### config.mk
export PLATFORM = sky130hd
export DESIGN_NAME = scaler_sched
export DESIGN_NICKNAME = d
export VERILOG_FILES = /design/src/rtl/scaler_sched.sv
export SDC_FILE = /design/constraint.sdc
export NUM_CORES = 1
export LEC_CHECK = 0
export CORE_MARGIN = 8
export CORE_UTILIZATION = 40
export DETAILED_ROUTE_END_ITERATION = 16
export GPL_TIMING_DRIVEN = 1
export PLACE_DENSITY_LB_ADDON = 0.25
export SLEW_MARGIN = 20
export SYNTH_ARGS = -nofsm -noshare
export SYNTH_HDL_FRONTEND = slang
export SYNTH_SLANG_ARGS = --single-unit
export TNS_END_PERCENT = 50
### constraint.sdc
create_clock -name clk -period 5.6 [get_ports clk]
set_input_delay 0.84 -clock clk [delete_from_list [all_inputs] [get_ports clk]]
set_output_delay 0.84 -clock clk [all_outputs]
set_load 0.02 [all_outputs]
### src/rtl/scaler_sched.sv
// Frame scheduler for a shared scaler: one channel at a time is sent to the scaler,
// its result is collected, and the completed frame is published on out_data.
module scaler_sched #(
    parameter int NUM_CH      = 4,
    parameter int TIMEOUT_CYC = 15
) (
    input  logic                   clk,
    input  logic                   reset,
    input  logic                   frame_valid,
    input  logic [8*NUM_CH-1:0]    frame_data,
    input  logic [8*NUM_CH-1:0]    frame_offset,
    output logic                   scl_sink_data_valid,
    output logic [7:0]             scl_sink_data,
    output logic [7:0]             scl_sink_offset,
    input  logic                   scl_source_data_valid,
    input  logic [14:0]            scl_source_data,
    output logic [15*NUM_CH-1:0]   out_data,
    output logic                   out_valid,
    output logic                   busy,
    output logic                   err_overrun,
    output logic                   err_timeout
);

    localparam int IDX_W = (NUM_CH > 1) ? $clog2(NUM_CH) : 1;
    localparam int CNT_W = $clog2(TIMEOUT_CYC + 1);
    localparam logic [IDX_W-1:0] LAST_IDX = IDX_W'(NUM_CH - 1);
    localparam logic [CNT_W-1:0] CNT_LAST = CNT_W'(TIMEOUT_CYC - 1);

    typedef enum logic [1:0] {
        S_IDLE,
        S_ISSUE,
        S_WAIT,
        S_DONE
    } state_t;

    state_t                 state_q;
    logic [IDX_W-1:0]       idx_q;
    logic [CNT_W-1:0]       wait_cnt_q;
    logic [8*NUM_CH-1:0]    data_q;
    logic [8*NUM_CH-1:0]    offset_q;
    logic [15*NUM_CH-1:0]   shadow_q;
    logic [15*NUM_CH-1:0]   out_data_q;
    logic                   sink_valid_q;
    logic [7:0]             sink_data_q;
    logic [7:0]             sink_offset_q;
    logic                   out_valid_q;
    logic                   err_overrun_q;
    logic                   err_timeout_q;

    always_ff @(posedge clk or negedge reset) begin
        if (!reset) begin
            state_q       <= S_IDLE;
            idx_q         <= '0;
            wait_cnt_q    <= '0;
            // NOTE: the frame and shadow storage are plain flops here, so resetting them is
            // cheap and keeps every output deterministic after reset.
            data_q        <= '0;
            offset_q      <= '0;
            shadow_q      <= '0;
            out_data_q    <= '0;
            sink_valid_q  <= 1'b0;
            sink_data_q   <= '0;
            sink_offset_q <= '0;
            out_valid_q   <= 1'b0;
            err_overrun_q <= 1'b0;
            err_timeout_q <= 1'b0;
        end else begin
            // NOTE: strobes default low every cycle and are raised only by the state that owns them.
            sink_valid_q  <= 1'b0;
            out_valid_q   <= 1'b0;
            err_timeout_q <= 1'b0;

            // Any frame outside IDLE, including the DONE cycle, is dropped and flagged.
            if (frame_valid && state_q != S_IDLE) begin
                err_overrun_q <= 1'b1;
            end

            case (state_q)
                S_IDLE: begin
                    if (frame_valid) begin
                        data_q   <= frame_data;
                        offset_q <= frame_offset;
                        idx_q    <= '0;
                        state_q  <= S_ISSUE;
                    end
                end
                S_ISSUE: begin
                    sink_valid_q  <= 1'b1;
                    sink_data_q   <= data_q[idx_q*8 +: 8];
                    sink_offset_q <= offset_q[idx_q*8 +: 8];
                    wait_cnt_q    <= '0;
                    state_q       <= S_WAIT;
                end
                S_WAIT: begin
                    if (scl_source_data_valid) begin
                        shadow_q[idx_q*15 +: 15] <= scl_source_data;
                        if (idx_q == LAST_IDX) begin
                            state_q <= S_DONE;
                        end else begin
                            idx_q   <= idx_q + IDX_W'(1);
                            state_q <= S_ISSUE;
                        end
                    end else if (wait_cnt_q == CNT_LAST) begin
                        // The TIMEOUT_CYC-th empty wait cycle abandons the frame.
                        err_timeout_q <= 1'b1;
                        state_q       <= S_IDLE;
                    end else begin
                        wait_cnt_q <= wait_cnt_q + CNT_W'(1);
                    end
                end
                S_DONE: begin
                    out_data_q  <= shadow_q;
                    out_valid_q <= 1'b1;
                    state_q     <= S_IDLE;
                end
                default: begin
                    state_q <= S_IDLE;
                end
            endcase
        end
    end

    assign scl_sink_data_valid = sink_valid_q;
    assign scl_sink_data       = sink_data_q;
    assign scl_sink_offset     = sink_offset_q;
    assign out_data            = out_data_q;
    assign out_valid           = out_valid_q;
    assign busy                = (state_q != S_IDLE);
    assign err_overrun         = err_overrun_q;
    assign err_timeout         = err_timeout_q;

endmodule

After elaboration in Yosys (flattened, before gate mapping)
Index checks and enable logic that the tools add are counted.
Operators by class
  $add $sub $neg: 3
  multiply operators: 1
  equality and inequality tests: 11
  shifts and indexed selects: 4
  muxes and demuxes: 18
  reduce and logical (&&, ||, !) cells: 10
Operators by type and width (count)
  $shiftx 32x6->8: 2
  $bwmux 60: 1
  $shift 15x34->60 const A: 1
  $shiftx 15x34->60: 1
  $neg 6->34: 1
  $mux 2: 7
  $ne 2x2->1 const B: 5
  $mux 4: 2
  $pmux 2 s4: 1
  $pmux 4 s2: 1
  $eq 2x2->1 const B: 3
  $mul 2x4->6 const B: 1
  $reduce_and 2->1: 3
  $reduce_bool 2->1: 3
  $mux 1: 5
  $add 4x1->4 const B: 1
  $eq 4x4->1 const B: 1
  $pmux 2 s2: 1
  $reduce_and 4->1: 1
  $ne 3x3->1 const B: 1
  $reduce_and 3->1: 1
  $add 2x1->2 const B: 1
  $eq 2x1->1 const B: 1
  $logic_not 2->1: 1
  $logic_and 1x1->1: 1
Word-level totals
  register bits after elaboration: 212
  input bits: 83
  output and inout bits: 81
  word-level logic and storage cells: 60

Longest topological paths before layout
  depth after elaboration: 4
  depth in mapped cells: 9
  gate-level depth less buffers: 5

Worst setup path after synthesis
No wires, ideal clock.
  path kind: register to register
  start point: register idx_q[0]
  end point: register shadow_q[12]
  library setup time: 0.083 ns
  arrival time: 1.922 ns
  data required time: 5.517 ns
  slack: 3.596 ns
  cell stages (with the launch flop): 10
  buffers on the path: 4
  period minus slack after synthesis: 2.004 ns
  cell sequence: dfrtp_1 -> buf_2 -> buf_4 -> inv_1 -> ha_1 -> buf_2 -> nor3b_2 -> buf_2 -> nand2_1 -> o21ai_0
On the way
  word-level cells in the longest chain between the ends: 4
  elaborated cells between the ends (all ways): 5
  those cells by class: add/sub (1); mul (1); shift (2); mux (1)
Ends and longest elaborated chain
  from (decl): line 37  | logic [IDX_W-1:0] idx_q;
  from (signal assigned): line 100  | idx_q <= idx_q + IDX_W'(1);
  $mul 2x4->6 (*): line 96  | shadow_q[idx_q*15 +: 15] <= scl_source_data;
  $neg 6->34 (*): line 96
  $shiftx 15x34->60 or $shift 15x34->60 (tied branches): line 96
  $bwmux 60 (*): line 96
  to (signal, indexed assignment): line 96
  to (decl): line 41  | logic [15*NUM_CH-1:0] shadow_q;
Every way passes the cells marked *; elsewhere a longest branch is shown, timed or not.
A chain may end at the register's enable or synchronous reset.

Worst setup path in the final report
  start point: register state_q[0]
  end point: output busy
On the way
  word-level cells in the longest chain between the ends: 1
Ends and longest elaborated chain
  from (decl): line 36  | state_t state_q;
  from (signal assigned): line 52  | state_q <= S_IDLE;
  from (signal assigned): line 84  | state_q <= S_ISSUE;
  from (signal assigned): line 92  | state_q <= S_WAIT;
  $reduce_bool 2->1: line 128  | assign busy = (state_q != S_IDLE);
  to (decl): line 19  | output logic busy,
Every way passes these cells.

==> metrics.md <==
| Metric | Value |
|---|---|
| Placed cell areas | 10400 sq um |
| Pwr dens | 489 nW/um^2 |
| Crit path capture type | output pin |
| # diodes | 0 |
| Crit path kind | reg2out |
| Fin crit share | 0.503 |
| Initial antenna violation count | 0 |
| Count of cell types in the netlist | 39 |
| Setup crit start kind | flop |
| CP cell instances | or2_2, clkdlybuf4s50_1 |
| Root buffer cell | clkbuf_16 |
| H-tree depth | 1 |
| Slew @ Worst Pin | 1.04 ns |
| Warnings, synthesis | 0 |
| TritonRoute pass-1 iters | 4 |
| Avg Cell Area, Syn | 12.7 sq um |
| P_int | 3.82 mW |
| Chip Height | 163 microns |
| Worst path required time | 4.76 ns |
| Commonest non-fill, non-tap cell in the layout | dfrtp_1 |
| Routed length per instance | 17.8 microns |
| Switch Pwr | 1.69 mW |
| Leakage Power | 4.93 nW |
| FILL cells | 1866 |
| Top cells by area, synth | dfrtp_1, mux2_2, nand2_1 |
| Count of final setup violators | 0 |
| Initial core utilization | 0.409 |
| Clk_lat worst skew | 0.50 ns |
| Number of remaining DRC errors | 0 |
| Mapped Area | 8630 sq um |
| CP Buf/Inv Count | 1 |
| Die area | 26500 sq um |
| Total track usage | 0.147 |
| Remaining global-route overflow | 0 |
| Yosys reg bits | 212 |
| Data arrival, critical path | 1.98 ns |
| Synth top area share | 0.614 |
| Combinational Power Share | 0.303 |
| MaxCap Viol Count | 0 |
| Clock sinks | 212 |
| Routed Antenna Nets | 0 |
| # nets final | 922 |
| Sw Ratio | 0.307 |
| Status | completed |
| Final Max Tran Viols | 0 |
| Final WL | 19900 microns |
| Post-synthesis sequential area ratio | 0.614 |
| Post-Syn Nets | 768 |
| HP Class | in2async |
| Share of layout cells above drive strength 1 | 0.182 |
| Peak supply drop | 0.283 mV |
| IO Pins | 164 |
| Top_reg_cell synth | dfrtp_1 |
| Seq pwr share | 0.414 |
| Vias in the first global route | 5757 |
| Fin. Hold Viols | 0 |
| Worst-path maximum fanout | 13 |
| Most frequent cells in the layout | dfrtp_1, clkdlybuf4s50_1, nand2_1 |
| I/O Buffers | 163 |
| Max_slew headroom | 0.302 |
| First-pass GRT wire length | 31700 microns |
| P&R area growth vs syn | 30.4% |
| Largest net degree at the start of global routing | 111 |
| CP max stage delay | 0.55 ns |
| Setup TNS | 0 ns |
| GP Congestion | 0.735 |
| Clock share of power | 0.282 |
| EDFF count, synth | 0 |
| # Post-CTS Setup Buffers | 0 |
| Util after Layout | 0.534 |
| Minimum clock period | 2.82 ns |
| Finished Cell Area | 11300 sq um |
| CTS resizes | 0 |
| Async SR Flop Fraction | 1.00 |
| Setup Skew | 0.0104 ns |
| Post-synth top area cell | dfrtp_1 |
| TritonCTS buffer count | 23 |
| Cts-stage hold buffer count | 0 |
| Slowest stage cell, crit path | dfrtp_1 |
| DR iter-0 viols | 188 |
| Placeable Area | 21100 sq um |
| Power, Total | 5.51 mW |
| Hpwl dp | 13600 microns |
| Die width | 163 microns |
| RSZ-0062 raised after global routing | no |
| Gate Count Post-Synth | 678 |
| Achievable frequency | 0.355 GHz |
| Vias per inst | 5.01 |
| Worst-path clk slew | 0.06 ns |
| CP delay by family, top | flip-flops |
| CTS tree | yes |
| R2R setup slack | 3.24 ns |
| CTS Buffer Depth | 3 |
| Rows | 53 |
| Via Count | 5603 |
## power groups by stage
stage | sequential, mW | combinational (mW) | clock, mW
global route | 2.34 | 1.83 | 1.67
detailed placement | 2.31 | 1.70 | 0
floorplan | 2.39 | 0.976 | 0
finish | 2.28 | 1.67 | 1.55
CTS | 2.29 | 1.70 | 1.60
global placement | 2.30 | 1.66 | 0
## final cells by class
| type | instances | area [sq um] | area share |
|---|---|---|---|
| clock buffer | 31 | 676 | 0.0600 |
| timing repair buffer | 172 | 1730 | 0.154 |
| clock inverter | 6 | 108 | 0.00955 |
| multi-input combinational | 416 | 3070 | 0.273 |
| inverter | 7 | 26.3 | 0.00233 |
| sequential | 212 | 5310 | 0.471 |
| tap | 275 | 344 | 0.0305 |
## final timing paths
kind                           endpoint  cells past startpoint    startpoint
setup reg to reg           shadow_q[42]                      5      idx_q[1]
max in group asynchronous  offset_q[16]                      2         reset
setup / recovery                   busy                      2    state_q[0]
hold / removal             out_data[39]                      1         reset
min in group clk           shadow_q[59]                      2  shadow_q[59]
hold reg to reg            shadow_q[59]                      2  shadow_q[59]
## per-stage QoR
step | setup slack, ns | hold slack (ns) | std cells
3_3_place_gp | 2.60 | 0.445 | 1078
3_5_place_dp | 2.60 | 0.464 | 1078
5_1_grt | 2.68 | 0.493 | 1119
6_report | 2.78 | 0.401 | 1119
2_1_floorplan | 3.60 | 0.446 | 678
4_1_cts | 2.74 | 0.465 | 1115
## flip-flops by register name, indices dropped and copies added, names as in the netlist
| name | cells |
|---|---|
| err_timeout | 1 |
| scl_sink_data_valid | 1 |
| state_q | 2 |
| wait_cnt_q | 4 |
| data_q | 32 |
| shadow_q | 60 |
| out_data | 60 |
| out_valid | 1 |
| offset_q | 32 |
| scl_sink_offset | 8 |
| scl_sink_data | 8 |
| err_overrun | 1 |
| idx_q | 2 |
## synth_stat cells, types with 4 or more instances
cell type,n
dfrtp_1,212
nand2_1,137
mux2_2,97
o21ai_0,60
mux2i_1,32
mux2_1,27
buf_2,21
o221ai_1,16
clkbuf_1,14
ha_1,7
nand3_1,7
inv_1,6
buf_4,4
buf_6,4
nand4b_1,4
## routing by layer
metal / vias up / global-route usage / routed length [microns]
met5: - / 0 / 0
met4: 0 / 0.0384 / 353
met3: 29 / 0.0516 / 1690
met2: 158 / 0.224 / 8790
met1: 2764 / 0.198 / 9050
li1: 2652 / - / -
## logic make-up (layout without fill, tap and decap cells)
| family | Yosys count | after routing | share of synthesized area |
|---|---|---|---|
| DFF | 212 | 212 | 0.614 |
| and+or+nand+nor | 165 | 165 | 0.0848 |
| muxes | 156 | 156 | 0.199 |
| AOI/OAI and AO/OA | 88 | 88 | 0.0619 |
| buffers and inverters | 50 | 216 | 0.0300 |
| adders and majority gates | 7 | 7 | 0.0101 |
(Power assumes the default switching activity.)
